$ cat config.mk
export PLATFORM = sky130hd
export DESIGN_NAME = burst_sequencer
export DESIGN_NICKNAME = d
export VERILOG_FILES = /design/src/rtl/burst_seq_pkg.sv /design/src/rtl/burst_seq_timer.sv /design/src/rtl/burst_sequencer.sv
export SDC_FILE = /design/constraint.sdc
export NUM_CORES = 1
export LEC_CHECK = 0
export ABC_AREA = 1
export CAP_MARGIN = 20
export CORE_ASPECT_RATIO = 0.75
export CORE_MARGIN = 10
export CORE_UTILIZATION = 41
export CTS_CLUSTER_DIAMETER = 60
export DETAILED_ROUTE_END_ITERATION = 12
export GPL_ROUTABILITY_DRIVEN = 0
export GPL_TIMING_DRIVEN = 0
export PLACE_DENSITY = 0.77
export SLEW_MARGIN = 20
export SYNTH_ARGS = -nofsm -noshare
export SYNTH_HDL_FRONTEND = slang
export SYNTH_SLANG_ARGS = --single-unit
$ cat constraint.sdc
create_clock -name clk -period 1.85 [get_ports clk]
set_clock_uncertainty 0.1 [all_clocks]
set_input_delay 0.185 -clock clk [delete_from_list [all_inputs] [get_ports clk]]
set_output_delay 0.185 -clock clk [all_outputs]
set_load 0.005 [all_outputs]
$ cat src/rtl/burst_seq_pkg.sv
// rtl/burst_seq_pkg.sv - shared states, register map and status decode for burst_sequencer
package burst_seq_pkg;

    typedef enum logic [2:0] {
        IDLE,
        POLL,
        XFER,
        CAPTURE,
        CLEAR,
        DONE
    } state_t;

    localparam logic [1:0] ADDR_FIFO = 2'd0;
    localparam logic [1:0] ADDR_STAT = 2'd1;
    localparam logic [1:0] ADDR_MEM  = 2'd2;

    localparam int FULL  = 0;
    localparam int EMPTY = 1;
    localparam int OVF   = 2;
    localparam int UDF   = 3;

    localparam logic [7:0] STAT_CLR = 8'h10;

    // Returns {fault, go} for one status sample; fault wins over go at the caller.
    function automatic logic [1:0] poll_decode(
        input logic [3:0] flags,
        input logic       is_write,
        input logic       wr_avail
    );
        logic fault;
        logic go;
        fault = flags[OVF] | flags[UDF];
        go    = is_write ? (~flags[FULL] & wr_avail) : ~flags[EMPTY];
        return {fault, go};
    endfunction

endpackage

$ cat src/rtl/burst_seq_timer.sv
// rtl/burst_seq_timer.sv - counts consecutive stalled status polls and flags the abort point
module burst_seq_timer
    import burst_seq_pkg::*;
#(
    parameter int unsigned LIMIT = 64
) (
    input  logic clk,
    input  logic rst,
    input  logic stall,
    output logic expired
);

    logic [7:0] count;

    // Any cycle that is not a stalled poll breaks the run of failures.
    always_ff @(posedge clk) begin
        if (rst || !stall) begin
            count <= 8'd0;
        end else begin
            count <= count + 8'd1;
        end
    end

    assign expired = stall && (count == 8'(LIMIT - 1));

endmodule

$ cat src/rtl/burst_sequencer.sv
// rtl/burst_sequencer.sv - polled FIFO burst engine; BURST_SEQ_TIMEOUT_EN adds a status-poll timeout
module burst_sequencer
    import burst_seq_pkg::*;
#(
    parameter int unsigned TIMEOUT_CYC = 64
) (
    input  logic       clk,
    input  logic       rst,
    input  logic       cmd_valid,
    output logic       cmd_ready,
    input  logic       cmd_write,
    input  logic [3:0] cmd_len,
    input  logic       wr_valid,
    input  logic [7:0] wr_data,
    output logic       wr_ready,
    output logic       rd_valid,
    output logic [7:0] rd_data,
    output logic       done,
    output logic       err,
    output logic       enable,
    output logic [1:0] addr,
    output logic       write,
    output logic       read,
    output logic [7:0] wdata,
    input  logic [7:0] rdata
);

    state_t     state;
    state_t     state_nx;
    logic       is_write;
    logic [4:0] beats;
    logic       err_q;
    logic       last_beat;
    logic       poll_fault;
    logic       poll_go;
    logic       timeout;

    logic       enable_raw;
    logic [1:0] addr_raw;
    logic       write_raw;
    logic       read_raw;
    logic [7:0] wdata_raw;
    logic       wr_ready_raw;

    assign {poll_fault, poll_go} = poll_decode(rdata[3:0], is_write, wr_valid);
    assign last_beat = (beats == 5'd1);

`ifdef BURST_SEQ_TIMEOUT_EN
    logic poll_stall;

    assign poll_stall = (state == POLL) && !poll_fault && !poll_go && !rst;

    burst_seq_timer #(
        .LIMIT(TIMEOUT_CYC)
    ) u_timer (
        .clk    (clk),
        .rst    (rst),
        .stall  (poll_stall),
        .expired(timeout)
    );
`else
    // Without the timer the poll loop never gives up on a busy status.
    assign timeout = (TIMEOUT_CYC == 0);
`endif

    always_ff @(posedge clk) begin
        if (rst) begin
            state    <= IDLE;
            is_write <= 1'b0;
            beats    <= 5'd0;
            err_q    <= 1'b0;
            rd_valid <= 1'b0;
            rd_data  <= 8'h00;
        end else begin
            state    <= state_nx;
            rd_valid <= (state == CAPTURE);
            rd_data  <= (state == CAPTURE) ? rdata : 8'h00;
            case (state)
                IDLE: begin
                    if (cmd_valid) begin
                        is_write <= cmd_write;
                        beats    <= {1'b0, cmd_len} + 5'd1;
                        err_q    <= 1'b0;
                    end
                end
                POLL: begin
                    if (poll_fault || timeout) begin
                        err_q <= 1'b1;
                    end
                end
                XFER: begin
                    if (is_write) begin
                        beats <= beats - 5'd1;
                    end
                end
                CAPTURE: beats <= beats - 5'd1;
                default: ;
            endcase
        end
    end

    always_comb begin
        state_nx     = state;
        enable_raw   = 1'b0;
        addr_raw     = ADDR_FIFO;
        write_raw    = 1'b0;
        read_raw     = 1'b0;
        wdata_raw    = 8'h00;
        wr_ready_raw = 1'b0;
        case (state)
            IDLE: begin
                if (cmd_valid) begin
                    state_nx = POLL;
                end
            end
            POLL: begin
                enable_raw = 1'b1;
                addr_raw   = ADDR_STAT;
                read_raw   = 1'b1;
                if (poll_fault) begin
                    state_nx = CLEAR;
                end else if (poll_go) begin
                    state_nx = XFER;
                end else if (timeout) begin
                    state_nx = CLEAR;
                end
            end
            XFER: begin
                enable_raw = 1'b1;
                addr_raw   = ADDR_FIFO;
                if (is_write) begin
                    write_raw    = 1'b1;
                    wdata_raw    = wr_data;
                    wr_ready_raw = 1'b1;
                    state_nx     = last_beat ? DONE : POLL;
                end else begin
                    read_raw = 1'b1;
                    state_nx = CAPTURE;
                end
            end
            CAPTURE: state_nx = last_beat ? DONE : POLL;
            CLEAR: begin
                enable_raw = 1'b1;
                addr_raw   = ADDR_STAT;
                write_raw  = 1'b1;
                wdata_raw  = STAT_CLR;
                state_nx   = DONE;
            end
            DONE:    state_nx = IDLE;
            default: state_nx = IDLE;
        endcase
    end

    // Reset silences the downstream port within the same cycle it is raised.
    assign enable    = enable_raw & ~rst;
    assign addr      = rst ? ADDR_FIFO : addr_raw;
    assign write     = write_raw & ~rst;
    assign read      = read_raw & ~rst;
    assign wdata     = rst ? 8'h00 : wdata_raw;
    assign wr_ready  = wr_ready_raw & ~rst;
    assign cmd_ready = (state == IDLE) & ~rst;
    assign done      = (state == DONE) & ~rst;
    assign err       = done & err_q;

endmodule
==> impl_metrics.ini <==
[pwr]
combPwrFrac = 0.319
pwr-share-clk = 0.254
vdd_ir_drop_max_mv = 0.568
p_total_w = 0.00114
p_int_w = 0.000751
net-switching-power_w = 0.000385
p_leak_nw = 0.856
seqPwrFrac = 0.426
pwr_density_cell_nw_per_um2 = 645
swShare = 0.339

[critical_path]
slowest_stage = clkdlybuf4s50_1
r2r_cells = 8
start_kind = input pin
end_kind = output pin
cpLargestDelayFamily = buffers and inverters
rr_endpoint = beats[2]
path_buf_inv = 5
crit_path_start = rst
timing.rr.start = beats[0]
endpoint = wr_ready
worstPathCellList = clkdlybuf4s50_1 > inv_2 > nand3_2 > buf_4 > inv_1 > dlygate4sd2_1
required_ns = 1.56
worstSetupPathType = in2out
cp_slowest_stage_delay_ns = 0.51
reg2reg_slack_ns = 0.41
cp.depth = 6
worst_ep_arrival_time_ns = 1.49
crit_fanout = 9

[synthesis]
seq_area_frac_synth = 0.336
synth-warning-count = 0
ys_types = 28
synthesis.area_um2 = 1130
syn_avg_cell_area_um2 = 6.94
synth_nets = 191
ys_ff_latch = 19
synth_cells = 163

[die]
die-width_um = 80.7
dieArea_um2 = 5280
core_area_um2 = 2620
rows = 16
die_height_um = 65.5
io-pin-count = 51
start_util = 0.431

[finish]
area_growth_pct = 55.9
final_nets = 252
antenna_cells = 0
fillCellCount = 218
mostFrequentLayoutCell = clkdlybuf4s50_1
final_cell_mix = 33 x clkdlybuf4s50_1, 29 x nor2_1, 27 x inv_1
utilization = 0.672
drive_gt1_frac = 0.233

[timing]
setup_viol = 0
finalHoldViolCount = 0
fmax_ghz = 0.564
rsz0062_at_grt = true
tns_ns = 0
holdWs_ns = 0.346
slew_viol_final = 0
fin_crit_ns = 1.77
final.period_utilization = 0.958

[run_status]
status = finished clean

[placement]
hpwlAfterDp_mm = 2.71
port_buffers = 49

[grt]
grt_pass1_wl_mm = 5.37
grt_pass1_vias = 1113
overflow = 0
grt_antenna_before_repair = 0
groute.usage.overall = 0.127
grt_max_degree = 12

[clock_network]
clock_path_buffers = 2
numCtsBuffers = 3
cts_num_sinks = 19
cts_tree = yes
cts_root_buf = clkbuf_8
clk_latency_ns = 0.25
cts_max_level = 1
hold_buffers = 0
clk_pin_slew_ns = 0.07

[route]
routed_via_density = 4.75
wire_per_inst_um = 13.2
drt-pass1-iter-count = 4
drt-total-wl_mm = 3.42
route.detailed.drc = 0
drtIter0Drc = 89
vias = 1230
ant_nets = 0

[hold_path]
hold_class = in2reg

[flow_run]
drv_cap = 0
## power by group through the flow
stage / Clock [W] / Sequential [W] / Combinational (W)
2_1_floorplan: 0 / 0.000482 / 0.000227
3_3_place_gp: 0 / 0.000489 / 0.000344
3_5_place_dp: 0 / 0.000490 / 0.000356
4_1_cts: 0.000296 / 0.000484 / 0.000364
5_1_grt: 0.000314 / 0.000490 / 0.000407
6_report: 0.000289 / 0.000485 / 0.000363
## synthesized netlist by cell type, drive strengths merged
cell,number,area [um^2]
a21oi,9,60.1
and2,1,6.26
buf,1,7.51
clkbuf,1,3.75
conb,1,3.75
dfxtp,19,380
ha,3,37.5
inv,33,124
nand2,22,90.1
nand3,11,77.6
nand4,2,12.5
nor2,41,214
nor3,2,15.0
nor4,1,12.5
o21ai,14,70.1
o21bai,1,7.51
xnor2,1,8.76
## logic make-up after synthesis
kind of cell	Yosys count	share of synthesized area
xor+xnor	1	0.00774
fa+ha+maj	3	0.0332
other cells	1	0.00332
compound gates	24	0.122
flops	19	0.336
buf+inv	35	0.119
simple gates	80	0.378
## per-layer routing
| metal | vias up | routed length [um] | track usage |
|---|---|---|---|
| li1 | 628 | - | - |
| met1 | 544 | 1510 | 0.152 |
| met2 | 54 | 1580 | 0.209 |
| met3 | 4 | 279 | 0.0476 |
| met4 | 0 | 46 | 0.0323 |
| met5 | - | 0 | 0 |
## timing repair
item | CTS | global route
setup buffers | 5 | 1
setup endpoints to repair | 16 | 8
resized for setup | 29 | 17
cloned | 1 | 0
pin swaps | 3 | 3
## flip-flops by register name, summed over array words and instances (netlist names)
register  count
rd_data       8
beats         5
state         3
err_q         1
is_write      1
rd_valid      1
## worst min-delay path: cells and delay by family
kind | cells | cell delay (ns)
buffers and inverters | 2 | 0.44
and+or+nand+nor | 1 | 0.03
## worst min path at each step
stage          slack [ns]         end      from  depth (start not counted)
2_1_floorplan        0.16    rd_valid       rst                          1
5_1_grt              0.36  rd_data[7]  rdata[7]                          3
3_3_place_gp         0.35       err_q     err_q                          2
4_1_cts              0.34  rd_data[5]  rdata[5]                          3
6_report             0.35  rd_data[5]  rdata[5]                          3
3_5_place_dp         0.36       err_q     err_q                          2
## area by class of cell
| class | count | area, um^2 | area share |
|---|---|---|---|
| Multi-Input combinational cell | 110 | 651 | 0.369 |
| Timing Repair Buffer | 55 | 493 | 0.280 |
| Sequential cell | 19 | 387 | 0.219 |
| Inverter | 33 | 129 | 0.0731 |
| Tap cell | 36 | 45.0 | 0.0256 |
| Clock buffer | 3 | 41.3 | 0.0234 |
| Buffer | 2 | 12.5 | 0.00710 |
| Clock inverter | 1 | 5.00 | 0.00284 |
## metrics by stage
step / worst slack [ns] / cell area, um^2 / cells
floorplan: 0.490 / 1130 / 163
global placement: -0.213 / 1670 / 248
detailed placement: -0.221 / 1670 / 248
CTS: -0.130 / 1770 / 258
global route: -0.00118 / 1760 / 259
finish: 0.0784 / 1760 / 259
No activity file was read; power rests on OpenSTA's default activity.
